**src/rtl/cal_pid.sv**
```systemverilog
// Quadcopter attitude PID mixer: per-axis P/I/D terms mixed onto base throttle.
// Define CAL_PID_SAT_EN to clamp each motor mix to [0, 65535] instead of wrapping.
module cal_pid #(
  parameter int Kp = 100,
  parameter int Ki = 1,
  parameter int Kd = 1
) (
  input  logic        clk,
  input  logic        rst_n,
  input  logic        cal_pid_en,
  input  logic [23:0] PWM_base,
  input  logic [23:0] pitch_error,
  input  logic [23:0] roll_error,
  input  logic [23:0] yaw_error,
  input  logic [23:0] i_pitch_error,
  input  logic [23:0] i_roll_error,
  input  logic [23:0] i_yaw_error,
  input  logic [23:0] d_pitch_error,
  input  logic [23:0] d_roll_error,
  input  logic [23:0] d_yaw_error,
  output logic [15:0] pwm_duty_1,
  output logic [15:0] pwm_duty_2,
  output logic [15:0] pwm_duty_3,
  output logic [15:0] pwm_duty_4
);

  localparam int W = 64;

  localparam logic signed [W-1:0] KP = W'(Kp);
  localparam logic signed [W-1:0] KI = W'(Ki);
  localparam logic signed [W-1:0] KD = W'(Kd);

  function automatic logic signed [W-1:0] sx(
    input logic [23:0] e
  );
    return {{(W-24){e[23]}}, e};
  endfunction

  function automatic logic signed [W-1:0] term(
    input logic [23:0] p,
    input logic [23:0] i,
    input logic [23:0] d
  );
    return KP * sx(p) + KI * sx(i) + KD * sx(d);
  endfunction

  logic signed [W-1:0] t_pitch;
  logic signed [W-1:0] t_roll;
  logic signed [W-1:0] t_yaw;
  logic signed [W-1:0] base;
  logic signed [W-1:0] m1;
  logic signed [W-1:0] m2;
  logic signed [W-1:0] m3;
  logic signed [W-1:0] m4;
  logic [15:0]         d1;
  logic [15:0]         d2;
  logic [15:0]         d3;
  logic [15:0]         d4;

  assign t_pitch = term(pitch_error, i_pitch_error, d_pitch_error);
  assign t_roll  = term(roll_error, i_roll_error, d_roll_error);
  assign t_yaw   = term(yaw_error, i_yaw_error, d_yaw_error);
  assign base    = {{(W-24){1'b0}}, PWM_base};

  assign m1 = base - t_pitch - t_roll - t_yaw;
  assign m2 = base - t_pitch + t_roll + t_yaw;
  assign m3 = base + t_pitch - t_roll + t_yaw;
  assign m4 = base + t_pitch + t_roll - t_yaw;

`ifdef CAL_PID_SAT_EN
  function automatic logic [15:0] sat(
    input logic signed [W-1:0] m
  );
    logic [15:0] r;
    r = m[15:0];
    if (m < 0)
      r = 16'h0000;
    else if (m > W'(65535))
      r = 16'hffff;
    return r;
  endfunction

  assign d1 = sat(m1);
  assign d2 = sat(m2);
  assign d3 = sat(m3);
  assign d4 = sat(m4);
`else
  // wrap mode keeps only the low 16 bits of each mix
  logic unused_hi;

  assign unused_hi = ^{m1[W-1:16], m2[W-1:16],
                       m3[W-1:16], m4[W-1:16]};

  assign d1 = m1[15:0];
  assign d2 = m2[15:0];
  assign d3 = m3[15:0];
  assign d4 = m4[15:0];
`endif

  always_ff @(posedge clk or negedge rst_n) begin
    if (!rst_n) begin
      pwm_duty_1 <= '0;
      pwm_duty_2 <= '0;
      pwm_duty_3 <= '0;
      pwm_duty_4 <= '0;
    end else if (cal_pid_en) begin
      pwm_duty_1 <= d1;
      pwm_duty_2 <= d2;
      pwm_duty_3 <= d3;
      pwm_duty_4 <= d4;
    end
  end

endmodule

```
**config.mk**
```make
export PLATFORM = sky130hd
export DESIGN_NAME = cal_pid
export DESIGN_NICKNAME = d
export VERILOG_FILES = /design/src/rtl/cal_pid.sv
export SDC_FILE = /design/constraint.sdc
export NUM_CORES = 1
export LEC_CHECK = 0
export CORE_MARGIN = 2
export CORE_UTILIZATION = 58
export DETAILED_ROUTE_END_ITERATION = 7
export GPL_ROUTABILITY_DRIVEN = 0
export PLACE_DENSITY = 0.9
export SYNTH_ARGS = -nofsm -noshare
export SYNTH_HDL_FRONTEND = slang
export SYNTH_SLANG_ARGS = --single-unit
```
**constraint.sdc**
```tcl
create_clock -name clk -period 2.99 [get_ports clk]
set_input_delay 0.598 -clock clk [delete_from_list [all_inputs] [get_ports clk]]
set_output_delay 0.598 -clock clk [all_outputs]
set_load 0.01 [all_outputs]
```
==> impl_summary.log, run 1 <==
INFO  metric run_status = did not finish
INFO  metric stage_at_which_the_flow_ended = 4_1_cts
INFO  metric error_line = [ERROR DPL-0038] Utilization greater than 100%, impossible to legalize
INFO  metric fp.dieW = 159 um
INFO  metric die_height = 159 um
INFO  metric root_buffer = sky130_fd_sc_hd__clkbuf_16
INFO  metric synthesis.area = 0.0139 sq mm
INFO  metric synth_seq_cells = 63
INFO  metric post-dp-hpwl = 47200 um
INFO  metric tritoncts.num_buffers = 9
INFO  metric numPortBuffers = 220
INFO  metric asyncSetResetFlopFracSynth = 100%
INFO  metric netlist_instances = 1612
INFO  metric post_cts.repair.setup_buffers = 66
INFO  metric dpl_cell_area = 0.0209 sq mm
INFO  metric synth_nets = 2212
INFO  metric dpl.cell_count = 2562
INFO  metric yosysUniqueCellTypes = 76
INFO  metric initial_standard_cell_utilization_of_the_core = 59.2%
INFO  metric h-tree-depth = 3
INFO  metric yosys.area.top_type = sky130_fd_sc_hd__ha_1
INFO  metric netlist_top_cells_area = sky130_fd_sc_hd__ha_1, sky130_fd_sc_hd__fa_1, sky130_fd_sc_hd__dfrtp_1
INFO  metric synth_warnings = 0
INFO  metric row_count = 56
INFO  metric synth_area_per_cell = 8.65 sq um
INFO  metric clk_path_buf_depth = 2
INFO  metric yosysSeqAreaShare = 11.3%
INFO  metric synthDominantCellAreaShare = 20.2%
INFO  metric postCtsHoldBufs = 0
INFO  metric numClockSinks = 63
INFO  metric dominantRegCellSynth = sky130_fd_sc_hd__dfrtp_1
INFO  metric pin_count = 307
INFO  metric cts_resized = 430
INFO  metric number_of_enable_flip_flop_cells_after_synthesis = 0
==> synth_stat cells (12+ instances only) <==
cell,number
sky130_fd_sc_hd__nor3_1,21
sky130_fd_sc_hd__nand2_1,51
sky130_fd_sc_hd__o21a_1,12
sky130_fd_sc_hd__o211ai_1,12
sky130_fd_sc_hd__nor2b_1,23
sky130_fd_sc_hd__xnor2_1,106
sky130_fd_sc_hd__o21ai_0,53
sky130_fd_sc_hd__o31ai_1,12
sky130_fd_sc_hd__nand2b_1,17
sky130_fd_sc_hd__o21bai_1,25
sky130_fd_sc_hd__mux2_2,34
sky130_fd_sc_hd__or3_1,14
sky130_fd_sc_hd__clkbuf_1,18
sky130_fd_sc_hd__a21o_1,31
sky130_fd_sc_hd__a21oi_1,81
sky130_fd_sc_hd__dfrtp_1,63
sky130_fd_sc_hd__xor2_1,33
sky130_fd_sc_hd__nor2_1,86
sky130_fd_sc_hd__nand3_1,15
sky130_fd_sc_hd__ha_1,225
sky130_fd_sc_hd__inv_1,369
sky130_fd_sc_hd__fa_1,132
==> per-stage QoR <==
stage / setup TNS [ns] / worst slack [ns]
after floorplan: -128.32 / -4.63
after global placement: -191.16 / -5.32
after detailed placement: -205.87 / -5.88
==> cells by family after synthesis <==
logic type,after synthesis,synth area share (%)
simple gates,287,10.5
compound gates,332,16.1
flops,63,11.3
mux,36,2.90
xor+xnor,143,9.38
buf+inv,394,10.7
fa+ha+maj,357,39.1
==> run 2, diff against run 1 <==
--- a/config.mk
+++ b/config.mk
@@ -6,10 +6,10 @@
 export NUM_CORES = 1
 export LEC_CHECK = 0
 export CORE_MARGIN = 2
-export CORE_UTILIZATION = 58
+export CORE_UTILIZATION = 40
 export DETAILED_ROUTE_END_ITERATION = 7
 export GPL_ROUTABILITY_DRIVEN = 0
-export PLACE_DENSITY = 0.9
+export PLACE_DENSITY_LB_ADDON = 0.15
 export SYNTH_ARGS = -nofsm -noshare
 export SYNTH_HDL_FRONTEND = slang
 export SYNTH_SLANG_ARGS = --single-unit
==> impl_summary.log, run 2 <==
INFO  metric timing.final.max_slew_violations = 0
INFO  metric finalWirelength = 43500 um
INFO  metric detail_route.drc_violations = 0
INFO  metric detailedRoute.firstIterationViolations = 442
INFO  metric layout-drive-gt1-share = 40.7%
INFO  metric reg2reg_setup_slack = 1.89 ns
INFO  metric arrival = 7.83 ns
INFO  metric synth_seq_cells = 63 (unchanged)
INFO  metric netlist_top_cells_count = sky130_fd_sc_hd__inv_1, sky130_fd_sc_hd__ha_1, sky130_fd_sc_hd__fa_1, sky130_fd_sc_hd__xnor2_1, sky130_fd_sc_hd__nor2_1
INFO  metric worstReg2RegEnd = pwm_duty_3[15]
INFO  metric numClockSinks = 63 (unchanged)
INFO  metric synth_xor_xnor_area_share = 9.38% (unchanged)
INFO  metric minimum_clock_period_after_layout = 7.55 ns
INFO  metric grt.overflow.total = 0
INFO  metric row_count = 68 (+21%)
INFO  metric violated_checks = setup timing
INFO  metric synthDominantCellAreaShare = 20.2% (unchanged)
INFO  metric worst-path-buf-inv = 6
INFO  metric run_status = finished with violations
INFO  metric hp-class = in -> async
INFO  metric yosysSeqAreaShare = 11.3% (unchanged)
INFO  metric detail_route.wirelength.met1 = 18900 um
INFO  metric h-tree-depth = 3 (unchanged)
INFO  metric floorplan.die_area = 0.0364 sq mm
INFO  metric synth_adder_area_share = 39.1% (unchanged)
INFO  metric hold_viol_final = 0
INFO  metric netlist_top_cells_area = sky130_fd_sc_hd__ha_1, sky130_fd_sc_hd__fa_1, sky130_fd_sc_hd__dfrtp_1
INFO  metric synth-simple-area-share = 10.5% (unchanged)
INFO  metric numPortBuffers = 220 (unchanged)
INFO  metric criticalPathCategory = in -> reg
INFO  metric pin_count = 307 (unchanged)
INFO  metric worst_case_headroom_to_the_max_slew_limit = 50.5%
INFO  metric dpl.cell_count = 2723 (+6.3%)
INFO  metric synth_nets = 2212 (unchanged)
INFO  metric highest_layer = met5
INFO  metric routed-wl-met2 = 21800 um
INFO  metric worst_hold_slack = 0.245 ns
INFO  metric crit_slowest_cell = sky130_fd_sc_hd__fa_2
INFO  metric clk_pin_slew_worst_paths = 0.06 ns
INFO  metric post-dp-hpwl = 35700 um (-24%)
INFO  metric grt_util_all_layers = 23.5%
INFO  metric mean_routed_wirelength_per_cell = 15.5 um
INFO  metric via_count = 13.7k
INFO  metric rsz0062_at_grt = true
INFO  metric avgViaCountPerCell = 4.91
INFO  metric critPathMaxFanout = 3
INFO  metric grt_pass1_vias = 14.2k
INFO  metric grt_start_max_net_pins = 64
INFO  metric tritoncts = done
INFO  metric min_period_over_period = 253%
INFO  metric fmaxAchievable = 132 MHz
INFO  metric path_delay_family = adder cells
INFO  metric regToRegStartpoint = pwm_duty_3[15]
INFO  metric yosysUniqueCellTypes = 76 (unchanged)
INFO  metric area_growth_syn_to_layout = 71.9%
INFO  metric fp.dieW = 191 um (+20%)
INFO  metric final_common_cell = sky130_fd_sc_hd__buf_4
INFO  metric synth_mux_area_share = 2.90% (unchanged)
INFO  metric clock_latency = 0.34 ns
INFO  metric number_of_antenna_violations_at_the_first_check_in_global_routing = 6
INFO  metric root_buffer = sky130_fd_sc_hd__clkbuf_16
INFO  metric setup_viol = 56
INFO  metric slowest_delay = 0.56 ns
INFO  metric detailedPlace.worstSlack = -5.59 ns (+0.291 ns)
INFO  metric die_height = 191 um (+20%)
INFO  metric synthesis.area = 0.0139 sq mm (unchanged)
INFO  metric fin_cells = 2798
INFO  metric dominantRegCellSynth = sky130_fd_sc_hd__dfrtp_1
INFO  metric tritoncts.num_buffers = 9 (unchanged)
INFO  metric cpMostUsedCell = sky130_fd_sc_hd__ha_4
INFO  metric placeableCoreArea = 0.0345 sq mm
INFO  metric clk_path_buf_depth = 2 (unchanged)
INFO  metric antenna_left = 0
INFO  metric nets = 2937
INFO  metric start_kind = primary input
INFO  metric netlist_instances = 1612 (unchanged)
INFO  metric filler_cell_count = 2649
INFO  metric most-common-layout-cells = sky130_fd_sc_hd__buf_4, sky130_fd_sc_hd__inv_1, sky130_fd_sc_hd__clkdlybuf4s50_1
INFO  metric critPathCaptureType = register
INFO  metric timing_worst_slew_pin_value = 0.742 ns
INFO  metric synth_warnings = 0 (unchanged)
INFO  metric layout_setup_ws = -4.56 ns
INFO  metric asyncSetResetFlopFracSynth = 100% (unchanged)
INFO  metric first_pass_grt_wire_length = 68000 um
INFO  metric r2r_cells = 3
INFO  metric synth_area_per_cell = 8.65 sq um (unchanged)
INFO  metric synthMostInstantiatedCell = sky130_fd_sc_hd__inv_1
INFO  metric synth-compound-area-share = 16.1% (unchanged)
INFO  metric cp.required = 3.26 ns
INFO  metric largest_registers = pwm_duty_2 x16, pwm_duty_3 x16, pwm_duty_4 x16
INFO  metric yosys.area.top_type = sky130_fd_sc_hd__ha_1
INFO  metric synth_top_family_by_area = adder cells
INFO  metric max_cap_viol_count = 0
INFO  metric drt_pass1_iterations = 5
INFO  metric initial_standard_cell_utilization_of_the_core = 40.5% (-19 points)
INFO  metric worst_clock_skew = 0 ns
INFO  metric number_of_enable_flip_flop_cells_after_synthesis = 0 (unchanged)
INFO  metric postCtsHoldBufs = 0 (unchanged)
INFO  metric wl_met3 = 1330 um
-- run 2: cell counts after synthesis --
No cell type changed its count.
-- run 2: timing repair --
| action | in CTS | in global routing |
|---|---|---|
| setup endpoints to repair | 59 | 58 |
| pin swaps | 112 | 140 |
| resized for setup | 238 | 207 |
| cloned | 0 | 0 |
| setup buffers | 39 | 41 |
-- run 2: cell families after synthesis --
family                   count (synthesis)
buffers and inverters                  394
adder cells (fa/ha/maj)                357
AO/OA/AOI/OAI                          332
AND/OR/NAND/NOR                        287
XOR/XNOR                               143
flip-flops                              63
multiplexers                            36
-- run 2: area by class of cell --
| cell class | count | area (sq um) | area share, % |
|---|---|---|---|
| Multi-Input combinational cell | 1155 | 13700 | 57.1 |
| Timing Repair Buffer | 739 | 6460 | 26.9 |
| Sequential cell | 63 | 1580 | 6.58 |
| Inverter | 369 | 1400 | 5.84 |
| Tap cell | 455 | 569 | 2.37 |
| Clock buffer | 13 | 260 | 1.09 |
| Clock inverter | 3 | 17.5 | 0.0731 |
| Antenna cell | 1 | 2.50 | 0.0104 |
-- run 2: through the flow --
step	cell area, sq um	utilization, %	TNS, ns
final	24000	69.6	-154.16
after global routing	24000	69.6	-162.41
after CTS	22900	66.5	-145.77
after detailed placement	21300	61.8	-198.69
after global placement	21300	61.8	-193.01
after floorplan	15200	-	-128.32
-- run 2: layer usage --
layer	track usage, %	up-vias
li1	-	6790
met1	28.9	6590
met2	41.9	273
met3	2.94	63
met4	8.65	10
met5	0	-
-- run 2: worst max-delay path by stage --
stage                              start        endpoint  slack [ns]  cells past startpoint
after floorplan           pitch_error[2]  pwm_duty_2[15]       -4.63                     34
after global placement    pitch_error[2]  pwm_duty_3[15]       -5.46                     37
after detailed placement  pitch_error[2]  pwm_duty_3[15]       -5.59                     36
after CTS                 pitch_error[2]  pwm_duty_2[15]       -4.47                     37
after global routing      pitch_error[2]  pwm_duty_3[15]       -4.78                     33
final                     pitch_error[2]  pwm_duty_3[15]       -4.56                     33
-- run 2: worst register-to-register path: cells and delay by family (launching register included) --
kind	cells	cell delay, ns
DFF	1	0.34
and+or+nand+nor	3	0.67
Power of run 2 is left out: the tool's default activity adds up to more than one toggle a clock period on the data nets, which glitch-free logic cannot reach.
==> run 3, diff against run 2 <==
--- a/config.mk
+++ b/config.mk
@@ -5,7 +5,7 @@
 export SDC_FILE = /design/constraint.sdc
 export NUM_CORES = 1
 export LEC_CHECK = 0
-export CORE_MARGIN = 2
+export ABC_AREA = 1
 export CORE_UTILIZATION = 40
 export DETAILED_ROUTE_END_ITERATION = 7
 export GPL_ROUTABILITY_DRIVEN = 0
==> constraint.sdc (replaced) <==
create_clock -name clk -period 2.99 [get_ports clk]
set_input_delay 0.299 -clock clk [delete_from_list [all_inputs] [get_ports clk]]
set_output_delay 0.299 -clock clk [all_outputs]
set_load 0.01 [all_outputs]
==> impl_summary.log, run 3 <==
INFO  metric filler_cell_count = 2412 (-8.9%)
INFO  metric critPathCaptureType = register
INFO  metric synth_warnings = 0 (unchanged)
INFO  metric clk_pin_slew_worst_paths = 0.06 ns (about the same)
INFO  metric netlist_instances = 1868 (+16%)
INFO  metric asyncSetResetFlopFracSynth = 100% (unchanged)
INFO  metric cpMostUsedCell = sky130_fd_sc_hd__ha_4
INFO  metric cp.required = 3.23 ns (-0.03 ns)
INFO  metric detailedRoute.firstIterationViolations = 670 (+52%)
INFO  metric minimum_clock_period_after_layout = 6.25 ns (-1.30 ns)
INFO  metric synth_seq_cells = 63 (unchanged)
INFO  metric dpl.cell_count = 2960 (+8.7%)
INFO  metric grt_start_max_net_pins = 67 (+4.7%)
INFO  metric hold_viol_final = 0 (unchanged)
INFO  metric final_common_cell = sky130_fd_sc_hd__buf_4
INFO  metric criticalPathCategory = in -> reg
INFO  metric synthMostInstantiatedCell = sky130_fd_sc_hd__inv_1
INFO  metric fmaxAchievable = 160 MHz (+21%)
INFO  metric max_cap_viol_count = 0 (unchanged)
INFO  metric start_kind = primary input
INFO  metric numClockSinks = 63 (unchanged)
INFO  metric yosys.area.top_type = sky130_fd_sc_hd__ha_1
INFO  metric placeableCoreArea = 0.0346 sq mm (+0.49%)
INFO  metric crit_slowest_cell = sky130_fd_sc_hd__fa_1
INFO  metric rsz0062_at_grt = true
INFO  metric initial_standard_cell_utilization_of_the_core = 40.7% (+0.25 points)
INFO  metric pin_count = 307 (unchanged)
INFO  metric tritoncts = done
INFO  metric yosysSeqAreaShare = 11.2% (-0.12 points)
INFO  metric grt_pass1_vias = 15.1k (+6.5%)
INFO  metric first_pass_grt_wire_length = 72800 um (+7.0%)
INFO  metric detail_route.drc_violations = 0 (unchanged)
INFO  metric yosysUniqueCellTypes = 56 (-26%)
INFO  metric grt.overflow.total = 0 (unchanged)
INFO  metric drt_pass1_iterations = 5 (unchanged)
INFO  metric netlist_top_cells_area = sky130_fd_sc_hd__ha_1, sky130_fd_sc_hd__fa_1, sky130_fd_sc_hd__inv_1
INFO  metric netlist_top_cells_count = sky130_fd_sc_hd__inv_1, sky130_fd_sc_hd__nand2_1, sky130_fd_sc_hd__ha_1, sky130_fd_sc_hd__a21oi_1, sky130_fd_sc_hd__fa_1
INFO  metric timing_worst_slew_pin_value = 0.684 ns (-0.0579 ns)
INFO  metric tritoncts.num_buffers = 9 (unchanged)
INFO  metric most-common-layout-cells = sky130_fd_sc_hd__buf_4, sky130_fd_sc_hd__inv_1, sky130_fd_sc_hd__nand2_1
INFO  metric clk_path_buf_depth = 2 (unchanged)
INFO  metric timing.final.max_slew_violations = 0 (unchanged)
INFO  metric synthesis.area = 0.0141 sq mm (+1.1%)
INFO  metric clock_latency = 0.34 ns (about the same)
INFO  metric run_status = finished with violations
INFO  metric layout-drive-gt1-share = 42.2% (+1.4 points)
INFO  metric antenna_left = 0 (unchanged)
INFO  metric mean_routed_wirelength_per_cell = 15.6 um (+0.51%)
INFO  metric worst_hold_slack = 0.455 ns (+0.209 ns)
INFO  metric worst_clock_skew = 0 ns (unchanged)
INFO  metric root_buffer = sky130_fd_sc_hd__clkbuf_16
INFO  metric number_of_antenna_violations_at_the_first_check_in_global_routing = 1 (-5)
INFO  metric detailedPlace.worstSlack = -4.16 ns (+1.43 ns)
INFO  metric setup_viol = 56 (unchanged)
INFO  metric largest_registers = pwm_duty_2 x16, pwm_duty_3 x16, pwm_duty_4 x16
INFO  metric row_count = 68 (unchanged)
INFO  metric worst_case_headroom_to_the_max_slew_limit = 54.4% (+3.9 points)
INFO  metric post-dp-hpwl = 36200 um (+1.3%)
INFO  metric min_period_over_period = 209% (-43 points)
INFO  metric finalCoreUtilization = 72.1% (+2.6 points)
INFO  metric slowest_delay = 0.57 ns (about the same)
INFO  metric numPortBuffers = 220 (unchanged)
INFO  metric fp.dieW = 190 um (-0.51%)
INFO  metric h-tree-depth = 3 (unchanged)
INFO  metric synth_nets = 2468 (+12%)
INFO  metric layout_setup_ws = -3.26 ns (+1.30 ns)
INFO  metric violated_checks = setup timing
INFO  metric synthDominantCellAreaShare = 20.0% (-0.22 points)
INFO  metric grt_util_all_layers = 25.2% (+1.8 points)
INFO  metric via_count = 14.9k (+8.5%)
INFO  metric die_height = 190 um (-0.51%)
INFO  metric finalWirelength = 47800 um (+10%)
INFO  metric hp-class = in -> async
INFO  metric dominantRegCellSynth = sky130_fd_sc_hd__dfrtp_1
INFO  metric n_antenna_cell = 0 (-1)
INFO  metric number_of_enable_flip_flop_cells_after_synthesis = 0 (unchanged)
INFO  metric floorplan.die_area = 0.0360 sq mm (-1.0%)
INFO  metric nets = 3204 (+9.1%)
INFO  metric critPathMaxFanout = 4 (+1)
INFO  metric synth_area_per_cell = 7.55 sq um (-13%)
INFO  metric fin_cells = 3064 (+9.5%)
INFO  metric avgViaCountPerCell = 4.86 (-0.94%)
INFO  metric arrival = 6.49 ns (-1.34 ns)
INFO  metric area_growth_syn_to_layout = 77.2%
run 3: cell type report:
type	instances	area [sq um]	area share [%]
inverters	458	1760	7.05
clock inverters	5	81.3	0.326
multi-input cells	1324	14100	56.6
flip-flops and latches	63	1580	6.31
repair buffers	748	6610	26.5
clock buffers	11	243	0.972
well taps	455	569	2.28
run 3: worst max-delay path: cells and delay by family:
family	cells	cell delay, ns
xor gates and xnor gates	2	0.43
buffers and inverters	4	0.26
adders and majority gates	10	3.47
AOI/OAI and AO/OA	7	1.31
and+or+nand+nor	8	0.73
run 3: repair_timing:
item,4_1_cts,5_1_grt
endpoints found under the setup margin,58,58
gates resized for setup,353,281
endpoints found under the hold margin,19,0
hold buffers,1,0
pin swaps,204,199
buffers inserted,61,41
run 3: logic make-up (layout without fill, tap and decap cells):
| logic type | count (synthesis) | after routing | synth area share (%) |
|---|---|---|---|
| XOR/XNOR | 122 | 122 | 7.63 |
| AND/OR/NAND/NOR | 524 | 524 | 15.9 |
| flip-flops | 63 | 63 | 11.2 |
| adder cells (fa/ha/maj) | 357 | 357 | 38.7 |
| buffers and inverters | 481 | 1222 | 13.0 |
| AO/OA/AOI/OAI | 321 | 321 | 13.5 |
run 3: worst paths after layout:
| check | start | end | slack, ns | cells after the start |
|---|---|---|---|---|
| setup / recovery | pitch_error[1] | pwm_duty_3[15] | -3.26 | 31 |
| min in group clk | pwm_duty_2[1] | pwm_duty_2[1] | 0.47 | 2 |
| hold reg to reg | pwm_duty_2[1] | pwm_duty_2[1] | 0.47 | 2 |
| max in group asynchronous | rst_n | pwm_duty_2[9] | 1.55 | 3 |
| setup reg to reg | pwm_duty_1[11] | pwm_duty_1[11] | 2.25 | 2 |
| hold / removal | rst_n | pwm_duty_4[1] | 0.45 | 2 |
run 3: per-stage QoR:
step / TNS [ns] / area (sq um)
after global placement: -160.71 / 21100
final: -117.36 / 25000
after floorplan: -96.71 / 15200
after global routing: -125.56 / 25000
after detailed placement: -166.71 / 21100
after CTS: -115.44 / 23400
run 3: metal layers:
metal | vias to the layer above | global-route usage (%) | wire length (um)
li1 | 7293 | - | -
met1 | 7100 | 31.4 | 19900
met2 | 381 | 45.7 | 24400
met3 | 114 | 2.73 | 1750
met4 | 2 | 7.32 | 1760
met5 | - | 0 | 13
Power of run 3 is left out for the same reason.
==> RTL edit (config.mk and constraints of run 3) <==
`Kp`: 100 -> 64.
--- a/src/rtl/cal_pid.sv
+++ b/src/rtl/cal_pid.sv
@@ -3,3 +3,3 @@
 module cal_pid #(
-  parameter int Kp = 100,
+  parameter int Kp = 64,
   parameter int Ki = 1,
Function: changed (Yosys sat finds a counterexample within 4 cycles, from zero or initial values and one cycle with rst_n low).
==> RTL edit against run 3 <==
- the flow still finishes with violations (negative setup slack)
- utilization rose by 7.2 points
- first-iteration DRC count up 57%
- via count fell by 7.7%
- routed wire length is 6.1% higher
- synthesized area decreased by 21%
- sequential cell count stayed put
- global-route usage grew 4.7 points
- final area is 14% lower
- setup slack better by 1.0 ns
Power is left out: the tool's default activity adds up to more than one toggle a clock period on the data nets, which glitch-free logic cannot reach.
==> RTL edit: results (changes against run 3) <==
Outcome -> finished with violations (unchanged)
Failing checks -> negative setup slack (unchanged)
Num CTS Buffers -> 9 (unchanged)
Fin worst setup slack -> -2.225 ns (was -3.264 ns)
Detail Placement HPWL -> 30610 um (was 36180 um)
Detailed Route Iter0 Violations -> 1055 (was 670)
Netlist cell types -> 46 (was 56)
Final setup viols -> 54 (was 56)
NumNets Final -> 2681 (was 3204)
Biggest regs -> pwm_duty_2 x16, pwm_duty_3 x16, pwm_duty_4 x16 (unchanged)
Layout cell share with drive strength beyond 1 -> 48.63% (was 42.16%)
Worst min-delay path category -> input port to async pin (unchanged)
FILL cells -> 1554 (was 2412)
Wire per inst -> 20.03 um (was 15.62 um)
Vias per std cell -> 5.422 (was 4.860)
Clock skew -> 0 ns (unchanged)
Met1 wire length -> 18520 um (was 19910 um)
Maximum clock insertion buffer count -> 2 (unchanged)
PostCTS Resize Cnt -> 461 (was 353)
First-pass GRT wire length -> 67220 um (was 72780 um)
Met2 wire length -> 25680 um (was 24410 um)
Post-CTS setup buffer count -> 82 (was 61)
Hold-fix buffers, CTS -> 1 (unchanged)
Warnings from Yosys -> 0 (unchanged)
Syn Nets -> 1968 (was 2468)
Met3 Use GR -> 3.667% (was 2.730%)
H-tree Lvls -> 3 (unchanged)
Tot GR Track Use -> 29.91% (was 25.25%)
Crit-path max FO -> 5 (was 4)
Inserted Diodes -> 0 (unchanged)
IO Port Bufs -> 208 (was 220)
Critical-path top delay cell -> fa_2 (was fa_1)
Ys async rst share -> 100.0% (unchanged)
Post-synth top cells -> nand2_1, inv_1, ha_1 (was inv_1, nand2_1, ha_1)
Initial antenna violation count -> 0 (was 1)
CTS clk-pin slew, worst paths -> 0.07 ns
Routing usage on met2 -> 54.97% (was 45.75%)
Vias in the first global route -> 13770 (was 15080)
M1 GR Usage -> 34.21% (was 31.41%)
DR top layer -> met4 (was met5)
Synth top area cells -> ha_1, fa_1, dfrtp_1 (was ha_1, fa_1, inv_1)
Met3 wire length -> 2848 um (was 1749 um)
Worst-Skew Late Latency -> 0.34 ns (about the same)
Worst path max stage delay -> 0.59 ns (was 0.57 ns)
MaxCap Viol Count -> 0 (unchanged)
Largest net degree at the start of global routing -> 40 (was 67)
Clk root buf -> clkbuf_16 (unchanged)
Seq/Total Area, Yosys -> 14.23% (was 11.18%)
Least-Margin Pin Slew -> 0.7011 ns (was 0.6845 ns)
Most common flop cell mapped by yosys -> dfrtp_1 (unchanged)
Drt first pass iters -> 5 (unchanged)
Delay-heaviest family, CP -> adder cells (unchanged)
WP data arrival -> 5.44 ns (was 6.49 ns)
RTL edit: cell count changes after synthesis, sizes merged, moves of 7 or more:
cell,before,now
ha,225,156
o21ai,116,75
nor3,14,6
xor2,81,62
fa,132,93
o21bai,13,20
inv,458,254
a21oi,142,105
nand2,341,370
RTL edit: through the flow:
step	setup TNS [ns]	instances	area [sq um]	setup WS (ns)	hold WS, ns
final	-73.10	2535	21440	-2.225	0.4134
after global routing	-80.62	2535	21440	-2.475	0.4364
after detailed placement	-113.83	2409	17500	-2.816	0.2344
after CTS	-63.85	2495	20190	-1.764	0.4237
after floorplan	-52.66	1476	12090	-1.872	0.003409
after global placement	-109.70	2409	17500	-2.714	0.2315
RTL edit: cell type report:
type | instances | area, sq um | share of cell area, %
multi-input combinational | 1138 | 11740 | 54.75
timing repair buffer | 723 | 6380 | 29.76
sequential | 63 | 1577 | 7.354
inverter | 254 | 985.9 | 4.599
tap | 341 | 426.7 | 1.990
clock buffer | 11 | 252.7 | 1.179
clock inverter | 5 | 80.08 | 0.3735
RTL edit: kinds of logic after synthesis:
family          Yosys count  synth area share (%)
compound gates          244                 12.82
xor+xnor                100                 7.906
fa+ha+maj               249                 34.43
buf+inv                 275                 9.600
flops                    63                 14.23
simple gates            545                 21.02
RTL edit: final timing paths:
kind                                       end  cells after the start  slack [ns]             start
worst max-delay path            pwm_duty_2[15]                     34       -2.22  d_pitch_error[6]
worst min-delay path             pwm_duty_3[3]                      2        0.41             rst_n
worst max register to register   pwm_duty_4[5]                      2        2.14     pwm_duty_4[5]
worst min register to register  pwm_duty_3[12]                      2        0.47    pwm_duty_3[12]
max in group asynchronous       pwm_duty_3[14]                      3        1.72             rst_n
min in group clk                pwm_duty_3[12]                      2        0.47    pwm_duty_3[12]
